==> config.mk <==
export PLATFORM = sky130hd
export DESIGN_NAME = dm_port_arbiter
export DESIGN_NICKNAME = d
export VERILOG_FILES = /design/src/rtl/dm_port_arbiter.sv
export SDC_FILE = /design/constraint.sdc
export NUM_CORES = 1
export LEC_CHECK = 0
export ABC_AREA = 1
export ABC_CLOCK_PERIOD_IN_PS = 1800
export CORE_UTILIZATION = 36
export DETAILED_ROUTE_END_ITERATION = 8
export PLACE_DENSITY_LB_ADDON = 0.25
export SYNTH_ARGS = -nofsm -noshare
export SYNTH_HDL_FRONTEND = slang
export SYNTH_SLANG_ARGS = --single-unit
export TNS_END_PERCENT = 20
==> constraint.sdc <==
create_clock -name clk -period 1.8 [get_ports clk]
set_input_delay 0.27 -clock clk [delete_from_list [all_inputs] [get_ports clk]]
set_output_delay 0.27 -clock clk [all_outputs]
set_load 0.02 [all_outputs]
==> src/rtl/dm_port_arbiter.sv <==
// dm_port_arbiter: two-requester arbiter/sequencer for a single-port data memory
module dm_port_arbiter #(
  parameter int DATA_W = 19,
  parameter int ADDR_W = 10,
  parameter bit FIXED_PRIO = 1'b0
) (
  input  logic              clk,
  input  logic              rst_n,
  input  logic              m0_req,
  input  logic              m0_we,
  input  logic [ADDR_W-1:0] m0_addr,
  input  logic [DATA_W-1:0] m0_wdata,
  output logic              m0_gnt,
  output logic              m0_rvalid,
  output logic [DATA_W-1:0] m0_rdata,
  input  logic              m1_req,
  input  logic              m1_we,
  input  logic [ADDR_W-1:0] m1_addr,
  input  logic [DATA_W-1:0] m1_wdata,
  output logic              m1_gnt,
  output logic              m1_rvalid,
  output logic [DATA_W-1:0] m1_rdata,
  output logic              dm_wr_en,
  output logic              dm_rd_en,
  output logic [ADDR_W-1:0] dm_addr,
  output logic [DATA_W-1:0] dm_wdata,
  input  logic [DATA_W-1:0] dm_rdata,
  output logic              busy
);
  typedef enum logic [1:0] {IDLE, ISSUE, RDWAIT} state_t;
  state_t state_q, state_d;
  logic we_q, we_d, own_q, own_d, last_q, last_d, pick1, grant;
  logic [ADDR_W-1:0] addr_q, addr_d;
  logic [DATA_W-1:0] wdata_q, wdata_d;
  always_comb begin
    pick1 = m1_req & (!m0_req | (!FIXED_PRIO & !last_q));
    grant = rst_n & (state_q == IDLE) & (m0_req | m1_req);
    state_d = state_q;
    we_d = we_q;
    own_d = own_q;
    last_d = last_q;
    addr_d = addr_q;
    wdata_d = wdata_q;
    case (state_q)
      IDLE: if (grant) begin
        state_d = ISSUE;
        own_d = pick1;
        last_d = pick1;
        we_d = pick1 ? m1_we : m0_we;
        addr_d = pick1 ? m1_addr : m0_addr;
        wdata_d = pick1 ? m1_wdata : m0_wdata;
      end
      ISSUE: state_d = we_q ? IDLE : RDWAIT;
      default: state_d = IDLE;
    endcase
  end
  always_ff @(posedge clk) begin
    if (!rst_n) begin
      state_q <= IDLE;
      we_q <= 1'b0;
      own_q <= 1'b0;
      last_q <= 1'b1;
      addr_q <= '0;
      wdata_q <= '0;
    end else begin
      state_q <= state_d;
      we_q <= we_d;
      own_q <= own_d;
      last_q <= last_d;
      addr_q <= addr_d;
      wdata_q <= wdata_d;
    end
  end
  assign m0_gnt = grant & !pick1;
  assign m1_gnt = grant & pick1;
  assign dm_wr_en = (state_q == ISSUE) & we_q;
  assign dm_rd_en = (state_q == ISSUE) & !we_q;
  assign dm_addr = addr_q;
  assign dm_wdata = wdata_q;
  assign busy = state_q != IDLE;
  assign m0_rvalid = rst_n & (state_q == RDWAIT) & !own_q;
  assign m1_rvalid = rst_n & (state_q == RDWAIT) & own_q;
  assign m0_rdata = dm_rdata;
  assign m1_rdata = dm_rdata;
endmodule

==> results of run 1 <==
==> metal layers <==
metal	share of wire [%]	vias to the layer above	track usage, %
li1	-	1014	-
met1	43	874	22.1
met2	47	70	31.0
met3	8.6	7	6.35
met4	1.0	0	5.38
met5	0	-	0
==> cell usage after synthesis <==
cell type      instances
nand2_1              124
buf_4                 39
dfxtp_1               34
nand3_1               32
a21oi_1               27
buf_2                  6
clkbuf_1               6
inv_1                  6
nor2_1                 5
a21oi_2                3
buf_6                  3
nand2_2                2
nor2_2                 2
clkbuf_8               1
dlygate4sd1_1          1
nor2_4                 1
nor3_1                 1
nor3b_1                1
nor4_1                 1
o21ai_0                1
==> flip-flops by register name, summed over array words and instances (netlist names) <==
signal,flops
dm_addr,10
dm_wdata,19
last_q,1
own_q,1
state_q,2
we_q,1
==> worst max-delay path, stage by stage <==
cell	delay (ps)
clkdlybuf4s50_1	480
buf_4	120
nand2_2	60
nor2_4	90
nand2_1	70
inv_1	50
clkdlybuf4s15_1	280
==> worst min path at each step <==
stage                               from                   endpoint
2_1_floorplan                      rst_n        last_q$_SDFFE_PN1P_
6_report        dm_wdata[4]$_SDFFE_PN0P_   dm_wdata[4]$_SDFFE_PN0P_
4_1_cts          dm_addr[6]$_SDFFE_PN0P_    dm_addr[6]$_SDFFE_PN0P_
3_5_place_dp     dm_addr[6]$_SDFFE_PN0P_    dm_addr[6]$_SDFFE_PN0P_
3_3_place_gp   dm_wdata[11]$_SDFFE_PN0P_  dm_wdata[11]$_SDFFE_PN0P_
5_1_grt        dm_wdata[10]$_SDFFE_PN0P_  dm_wdata[10]$_SDFFE_PN0P_
==> stage by stage <==
stage          utilization (%)  worst slack (ps)  setup TNS [ps]
2_1_floorplan                -               471               0
3_3_place_gp              52.5              -232            -674
3_5_place_dp              52.5              -276            -752
4_1_cts                   53.9              15.0               0
5_1_grt                   53.8              15.1               0
6_report                  53.8              93.5               0
==> power by group through the flow <==
stage	Clock (mW)	Sequential [mW]	Combinational [mW]
floorplan	0	0.898	0.369
global placement	0	0.846	0.581
detailed placement	0	0.847	0.586
CTS	0.564	0.831	0.584
global route	0.600	0.838	0.634
finish	0.544	0.831	0.576
==> what timing repair did <==
item,in CTS,in global routing
setup endpoints to repair,6,2
endpoints found under the hold margin,0,0
resized for setup,7,2
==> final cells by class <==
class / count / area [sq um]
fillers: 555 / 2400
inverters: 6 / 22.5
multi-input cells: 200 / 866
repair buffers: 110 / 1060
flip-flops and latches: 34 / 681
clock buffers: 6 / 82.6
well taps: 70 / 87.6
==> logic make-up (layout without fill, tap and decap cells) <==
group	Yosys count	count (layout)	synth area share (%)
AOI/OAI and AO/OA	31	31	8.44
buffers and inverters	62	122	21.5
and+or+nand+nor	169	169	35.5
DFF	34	34	34.5
==> results summary, run 1 <==
The fraction of post-synthesis cell area in the top cell type by area came out at 34.5%. The overall die area is approximately 5800 sq um. The non-filler instance count after layout is 426. Leaving out fill and tap cells, the most frequent cells in the layout are nand2_1, clkdlybuf4s50_1, dfxtp_1. The data arrival time of the worst path is about 1400 ps.

The post-synth net total is 379. STA classifies the critical path startpoint as a primary input. The maximum level of the CTS H-tree is 2. The critical path in this run is classified as in -> out. The number of placed instances with taps included came out at 420. Counting distinct cell types in the post-synthesis netlist gives 20. The number of clock buffers added by TritonCTS is 5. The sequential-to-total area share from yosys stat came out at around a third. The detail-routed via count per cell came out at 4.61. The clock slew seen by the registers of the worst setup and hold paths came out at 60 ps.

Input and output buffers added on the ports amount to roughly 100. The post-route DRC violation count came out at 0. After synthesis, the mean cell area works out to 6.66 sq um. The origin of the critical flop-to-flop path is state_q[1]$_SDFFE_PN0P_.

The worst register-to-register path has a setup slack of 490 ps. The highest clock frequency the design can meet came out at 586 MHz. The actual slew at the worst max-slew pin is 355 ps. The minimum clock period after layout came out at 1710 ps.

The length in cells of the worst reg-to-reg path came out at 6. Summed over all instances, the cell type with the most area after synthesis is dfxtp_1. The count of final setup violators is 0. In this run the clock root is driven by a clkbuf_8. The number of sinks on the clock net came out at 34. The max-slew headroom at the worst pin is 76.3%. The clock group share of total power came out at 27.9%. The warning count from the yosys run is 0. The worst clock skew came out at 3.90 ps. STA puts the critical path data required time at 1530 ps. The worst hold slack is 464 ps.

In the final layout, the share of cells above drive strength 1 is 7.30%. The final layout contains routed wiring with a total length of between 5 and 6 mm. The maximum number of pins on one net before global-route repair came out at 33. The power per cell area came out at between 600 and 700 nW/um^2. The number of antenna violations at the first check in global routing came out at 0. At the end of the flow, the number of nets in the layout was 440. TritonCTS built the clock tree.

The floorplan core area is 5200 sq um. The flow ran to the end, and the final reports show no timing, DRC or antenna violations. The top-level port count came out at 157.

The residual overflow from global routing is 0. The internal portion of total power is between 1 and 1.5 mW. Of the available clock period, the critical path in the final layout requires about 95%. The final antenna-violating net count came out at 0. The most critical setup path has its startpoint at rst_n. Synthesis inferred 34 register bits.

IR analysis of the VDD net gives a maximum drop of 0.000343 V. The leakage component of the power is 1.20 nW. The worst register-to-register path ends at dm_addr[8]$_SDFFE_PN0P_. The count of endpoints failing hold in the final timing report came out at 0. The highest net fanout along the worst path came out at 3. The total inserted antenna cells is 0. The max-slew violation count came out at 0.

The min-delay analysis places its worst path in the category reg -> reg. Setup repair after global routing left no endpoint under its margin. The sequential cell fraction of total power is 42.6%. The wire length of the first global-routing pass is 8.54 mm. The number of buffers added for setup after CTS came out at 0. The initial core utilization is 37.9%. In this run the deepest clock path goes through 2 buffers. The detail-routed net length per standard cell came out at 11.9 um. The finished cells cover between 2000 and 3000 sq um.

In this run, post-CTS hold repair placed 0 buffers. Leaving out fill and tap cells, the most frequent cell in the layout is nand2_1. Ranked by total cell area, the synthesized netlist is headed by dfxtp_1, nand2_1, buf_4.

The global placer's final weighted congestion came out at 0.804. The overall die height is approximately 76 um. The share of total power dissipated in combinational logic is between 20% and 30%. The tool flagged a number of max-cap violations equal to 0. The total iterations of the first detailed-routing run is 4. From left edge to right edge, the die measures 76.0 um.

The DRC violation total after the first TritonRoute iteration is ~110. The total power consumption of the routed design is 1.95 mW. The switching power share of the total is 28.8%.

The number of rows created at floorplan is 26. The clock latency on the worst-skew pair came out at 280 ps. The most critical setup path has its endpoint at m1_gnt.

The area overhead of the layout relative to synthesis is 42.2%. Summed over all nets, the switching power comes to 0.561 mW. The total number of vias came out at 1965. The count of mapped cells out of synthesis came out at 296.

The cell area after placement came out at roughly 2700 sq um. The global-route usage over all layers is 18.4%. The worst hold path cell count is 2. The cell area after technology mapping is ~2000 sq um. Detailed placement ended at an HPWL of around 3.4 mm. The worst setup path is captured at an output pin. The number of global-route vias before repair is 1825.
No activity file was read; power rests on OpenSTA's default activity.
==> inputs of run 2 (changes only) <==
==> constraint.sdc (replaced) <==
create_clock -name clk -period 1.8 [get_ports clk]
set_input_delay 0.36 -clock clk [delete_from_list [all_inputs] [get_ports clk]]
set_output_delay 0.36 -clock clk [all_outputs]
set_load 0.02 [all_outputs]
==> results summary, run 2 (synthesized netlist as in run 1, its figures left out) <==
The flow ran to the end, and the final reports show no timing, DRC or antenna violations. The count of final setup violators is 0 (unchanged). The area overhead of the layout relative to synthesis is 41.8%.

The slack of the critical path came out at 26.8 ps (-66.8 ps). In the layout the commonest cells are nand2_1, clkdlybuf4s50_1, dfxtp_1. The count of endpoints failing hold in the final timing report came to 0 (unchanged). The highest net fanout along the worst path came out at 3 (unchanged).

STA classifies the critical path startpoint as a primary input. The worst clock skew came to 5.01 ps (+1.10 ps). The maximum level of the CTS H-tree is 2 (unchanged).

The total power consumption of the routed design came to 1.93 mW (-1.2%). The clock buffer count from CTS came out at 5 (unchanged). The number of maximum-capacitance violations is 0 (unchanged).

The share of the core filled with cells came out at 53.7% (-0.17 points). The clock slew seen by the registers of the worst setup and hold paths is 60 ps (about the same). The number of rows created at floorplan came out at 26 (unchanged). The total iterations of the first detailed-routing run came out at 4 (unchanged). The highest clock frequency the design can meet is 564 MHz (-3.8%). The clock latency on the worst-skew pair is 280 ps (about the same). The number of filler instances in the final layout came out at 538 (-3.1%). The power per cell area came out at 690 nW/um^2 (-0.92%). The top-level port count came out at 157 (unchanged). The residual overflow from global routing came out at 0 (unchanged).

The number of port buffers is 99 (unchanged). The max-slew violation count came out at 0 (unchanged). TritonCTS built the clock tree. The number of buffers added for setup after CTS was 0 (unchanged).

The area of the multi-input gates is 868 sq um (+0.29%). The worst-case setup slack after placement was -449 ps (-173 ps). The count of buffering cells on the critical path with inverters included was 2 (-2). The actual slew at the worst max-slew pin came out at 363 ps (+7.50 ps). The total number of vias is 1966 (+0.051%). The overall die height was 76.0 um (unchanged).

The clock tree buffer depth came out at 2 (unchanged). The detail-routed net length per standard cell came out at 12.0 um (+1.0%). The number of nets in the finished design is 440 (unchanged).

The kind of critical path is in -> out. The leakage component of the power came to 1.20 nW (+0.32%). The number of sinks on the clock net is 34 (unchanged). The final antenna-violating net count came out at 0 (unchanged). The cell sitting at the root of the clock tree is a clkbuf_8. The slowest stage of the critical path belongs to the cell clkdlybuf4s50_1. The total wire length is 5.13 mm (+1.3%). The worst vdd rail ir drop is 0.000302 V (-12%).

The share of final-layout standard cells stronger than drive strength 1 was 8.12% (+0.82 points). The global placer's final weighted congestion is 0.806 (+0.21%). The overall die area is 5770 sq um (unchanged). The delay contributed by the slowest stage of the critical path is 520 ps (+40 ps).

The DRC violation total after the first TritonRoute iteration came to 79 (-27%). The worst hold path belongs to the class reg -> reg. The total inserted antenna cells was 0 (unchanged). The register area came out at 681 sq um (unchanged). The initial core utilization is 37.9% (unchanged). The critical path goes through clkdlybuf4s50_1 -> nor2_2 -> nor2_1 -> nand2_2 -> nor2_2 -> buf_4. The wire length of the first global-routing pass came to 8.46 mm (-0.89%).

The minimum clock period after layout came out at 1770 ps (+66.8 ps). The post-route DRC violation count is 0 (unchanged). The sum of net half-perimeters after detailed placement is 3.36 mm (-1.2%). Setup repair after global routing could not meet its margin everywhere.

The max-slew headroom at the worst pin is 75.8% (-0.50 points). The number of flip-flops under the largest register name came to 19 (unchanged). The die boundary width was 76.0 um (unchanged). The data arrival time of the worst path is 1410 ps (-30 ps).

The share of the clock period used by the worst path came to 98.5% (+3.7 points). The detail-routed via count per cell was 4.60 (-0.18%). The leading cell type in the layout, fill and taps excluded is nand2_1. The floorplan core area came out at 5200 sq um (unchanged).

On the critical path the largest part of the delay comes from buffers and inverters. The global-route usage over all layers came out at 17.9% (-0.48 points). The worst endpoint required time came to 1440 ps (-90 ps).

The worst setup path is captured at an output pin. The worst hold slack was 463 ps (-0.300 ps). The number of global-route vias before repair came to 1835 (+0.55%). The maximum number of pins on one net before global-route repair is 33 (unchanged). The number of antenna violations at the first check in global routing is 0 (unchanged).

The cell that appears most often on the critical path is nor2_2.
[run 2: what timing repair did]
item | 4_1_cts | 5_1_grt
setup endpoints to repair | 6 | 5
gates cloned | 0 | 0
gates resized for setup | 16 | 6
hold buffers | 0 | 0
[run 2: where the power goes]
part | switching [mW] | internal, mW | leakage, nW
Clock | 0.252 | 0.266 | 0.0383
Sequential | 0.0263 | 0.804 | 0.278
Combinational | 0.287 | 0.291 | 0.884
[run 2: final timing paths]
| path | from | end | slack (ps) | cells past startpoint |
|---|---|---|---|---|
| setup reg to reg | state_q[1]$_SDFFE_PN0P_ | dm_wdata[18]$_SDFFE_PN0P_ | 480 | 6 |
| hold reg to reg | dm_wdata[11]$_SDFFE_PN0P_ | dm_wdata[11]$_SDFFE_PN0P_ | 460 | 2 |
| setup / recovery | m1_req | m0_gnt | 30 | 6 |
| hold / removal | dm_wdata[11]$_SDFFE_PN0P_ | dm_wdata[11]$_SDFFE_PN0P_ | 460 | 2 |
[run 2: worst min-delay path: cells and delay by family, from the launching register on]
kind | cells | cell delay, ps
and+or+nand+nor | 1 | 60
AOI/OAI and AO/OA | 1 | 50
DFF | 1 | 310
[run 2: cell type report]
type / count / share of cell area (%)
Clock buffer: 7 / 2.73
Inverter: 6 / 0.806
Multi-Input combinational cell: 200 / 31.1
Sequential cell: 34 / 24.4
Tap cell: 70 / 3.13
Timing Repair Buffer: 110 / 37.9
[run 2: per-stage QoR]
stage | instance area (sq um) | TNS [ps] | std cells
finish | 2790 | 0 | 427
global route | 2790 | -47.7 | 427
CTS | 2800 | -22.7 | 427
detailed placement | 2730 | -1630 | 420
global placement | 2730 | -1390 | 420
floorplan | 1970 | 0 | 296
[run 2: layer usage]
layer / global-route usage (%) / share of wire (%) / vias up
li1: - / - / 1018
met1: 21.4 / 45 / 869
met4: 5.38 / 1.1 / 0
met5: 0 / 0 / -
met3: 5.51 / 7.8 / 7
met2: 30.8 / 46 / 72
==> inputs of run 3 (changes only) <==
--- a/config.mk
+++ b/config.mk
@@ -6,8 +6,8 @@
 export NUM_CORES = 1
 export LEC_CHECK = 0
 export ABC_AREA = 1
-export ABC_CLOCK_PERIOD_IN_PS = 1800
-export CORE_UTILIZATION = 36
+export ABC_CLOCK_PERIOD_IN_PS = 1700
+export CORE_UTILIZATION = 33
 export DETAILED_ROUTE_END_ITERATION = 8
 export PLACE_DENSITY_LB_ADDON = 0.25
 export SYNTH_ARGS = -nofsm -noshare
==> constraint.sdc (replaced) <==
create_clock -name clk -period 1.7 [get_ports clk]
set_input_delay 0.34 -clock clk [delete_from_list [all_inputs] [get_ports clk]]
set_output_delay 0.34 -clock clk [all_outputs]
set_load 0.02 [all_outputs]
==> results summary, run 3 (synthesized netlist as in run 1, its figures left out) <==
The capturing point of the worst reg2reg path is dm_wdata[18]$_SDFFE_PN0P_. Setup repair after global routing could not meet its margin everywhere. The number of placed instances with taps included came to 423 (+0.71%). In the layout the commonest cells are nand2_1, clkdlybuf4s50_1, dfxtp_1.

The library cell used most frequently in the layout, excluding fill and tap cells, is nand2_1. The global-route usage over all layers is 17.4% (-0.58 points). The highest clock frequency the design can meet came out at 615 MHz. The total wire length is 5.21 mm (+1.7%). The total inserted antenna cells is 0 (unchanged). The overall die height is 79.3 um (+4.3%). The length in cells of the worst reg-to-reg path is 6 (unchanged). The worst vdd rail ir drop came out at 0.000399 V (+32%). The number of nets in the finished design came out at 441 (+0.23%).

The power per cell area is 778 nW/um^2 (+13%). The worst register-to-register path begins at state_q[1]$_SDFFE_PN0P_. The detail-routed via count per cell is 4.47 (-2.9%). The residual overflow from global routing is 0 (unchanged). The initial core utilization is 34.9% (-2.9 points). The final antenna-violating net count is 0 (unchanged).

The flow ran to the end, and the final reports show no timing, DRC or antenna violations. The clock buffer count from CTS is 5 (unchanged). The floorplan core area came to 5640 sq um (+8.4%). The clock period could shrink to 1630 ps. The clock latency on the worst-skew pair came to 280 ps (about the same). The launch point of the worst hold path is rst_n. The top-level port count came out at 157 (unchanged). The highest net fanout along the worst path is 4 (+1). The number of buffers added to fix hold violations after cts was 0 (unchanged). The category of the worst setup path launch point is a flop. The area growth from synthesis to layout is 44.5%. The wire length of the first global-routing pass is 8.50 mm (+0.48%).

The worst endpoint required time is 1360 ps (-80 ps). The setup slack of the worst register-to-register path came to 350 ps (-130 ps). The clock tree buffer depth came to 2 (unchanged). The clock slew seen by the registers of the worst setup and hold paths is 60 ps (about the same). The actual slew at the worst max-slew pin is 366 ps (+3.48 ps). The number of buffers added for setup after CTS was 0 (unchanged). The count of endpoints failing hold in the final timing report came out at 0 (unchanged). The number of rows created at floorplan came out at 27 (+3.8%). The worst setup path is captured at an output pin. The global placer's final weighted congestion came out at 0.752 (-6.7%). The share of the core filled with cells came out at 50.5% (-3.2 points).

The die boundary width came to 79.3 um (+4.3%). The total iterations of the first detailed-routing run is 4 (unchanged). The maximum level of the CTS H-tree came out at 2 (unchanged).

The worst clock skew came out at 10.2 ps (+5.19 ps). The data arrival time of the worst path is 1290 ps (-120 ps). The leakage component of the power is 1.23 nW (+2.4%). The maximum number of pins on one net before global-route repair was 33 (unchanged). The share of final-layout standard cells stronger than drive strength 1 came out at 8.64% (+0.51 points). The share of the clock period used by the worst path came out at between 90% and 100%. The detail-routed net length per standard cell came out at 12.1 um (+0.72%).

The number of global-route vias before repair is 1889 (+2.9%). The sum of net half-perimeters after detailed placement is 3.49 mm (+3.7%). The post-route DRC violation count came out at 0 (unchanged). The count of final setup violators came to 0 (unchanged). The number of flip-flops under the largest register name came out at 19 (unchanged). TritonCTS built the clock tree. The max-slew headroom at the worst pin is 75.6% (-0.23 points).

The cell area after placement came out at 2740 sq um (+0.37%). The max-slew violation count is 0 (unchanged). The overall die area is 6280 sq um (+8.8%).

The number of port buffers is 99 (unchanged). The number of maximum-capacitance violations is 0 (unchanged). The DRC violation total after the first TritonRoute iteration is 80 (+1.3%). The number of antenna violations at the first check in global routing came out at 0 (unchanged). The tree is rooted in a clkbuf_8. The worst hold path cell count was 3 (+1). The path class of the tightest hold or removal check is in -> reg. The critical path is of the reg -> out type. The final instance area is 2850 sq um (+1.9%).

The non-filler instance count after layout is 431 (+0.94%). The number of sinks on the clock net came out at 34 (unchanged). The path with the worst hold slack has its endpoint at last_q$_SDFFE_PN1P_. The total number of vias is 1927 (-2.0%). The total power consumption of the routed design came out at 2.22 mW (+15%).
## run 3: changes by cell type in the layout (fill, tap and decap cells not counted)
cell,previous run,this run
clkdlybuf4s50_1,92,89
buf_6,0,2
buf_4,13,12
bufinv_16,0,1
clkdlybuf4s15_1,0,1
dlygate4sd2_1,2,3
dlymetal6s2s_1,1,2
nor2_2,3,2
nor2_4,1,2
## run 3: repair_timing
action                                  in CTS  in global routing
endpoints found under the setup margin       7                  4
pin swaps                                    0                  1
gates resized for setup                     21                  8
gates cloned                                 0                  0
## run 3: report_power, final
group / switching [mW] / internal, mW / leakage, nW / total [mW]
Combinational: 0.307 / 0.312 / 0.898 / 0.619
Clock: 0.280 / 0.439 / 0.0524 / 0.719
Sequential: 0.0279 / 0.851 / 0.278 / 0.879
Total: 0.615 / 1.60 / 1.23 / 2.22
## run 3: worst max-delay path by stage
stage	slack, ps	depth (start not counted)	startpoint	endpoint
after CTS	-130	7	rst_n	m1_gnt
after global placement	-540	6	m1_req	m0_gnt
after detailed placement	-560	6	m1_req	m0_gnt
final	70	3	state_q[1]$_SDFFE_PN0P_	dm_wr_en
after floorplan	290	5	m0_req	m0_gnt
after global routing	-7	3	state_q[1]$_SDFFE_PN0P_	dm_wr_en
## run 3: area by class of cell
| cell class | count | area, sq um |
|---|---|---|
| fill | 604 | 2790 |
| timing repair buffer | 111 | 1070 |
| multi-input combinational | 200 | 873 |
| sequential | 34 | 681 |
| tap | 72 | 90.1 |
| clock buffer | 7 | 76.3 |
| clock inverter | 1 | 30.0 |
| inverter | 6 | 22.5 |
## run 3: per-stage QoR
stage	hold slack (ps)	setup slack, ps	setup TNS [ps]
floorplan	425	286	0
global placement	451	-545	-5280
detailed placement	455	-562	-6030
CTS	466	-126	-126
global route	446	-6.57	-6.57
finish	439	74.9	0
## run 3: layer usage
metal	routed length, um	global-route usage (%)	vias to the layer above	share of wire [%]
met1	2390	21.1	811	46
met2	2210	27.6	79	42
met4	110	6.55	0	2.1
met3	495	6.67	19	9.5
met5	0	0	-	0
li1	-	-	1018	-
## run 3: worst max-delay path, stage by stage (launching register included)
cell	delay, ps
dfxtp_1	310
buf_4	140
nor3b_1	220
clkdlybuf4s15_1	340
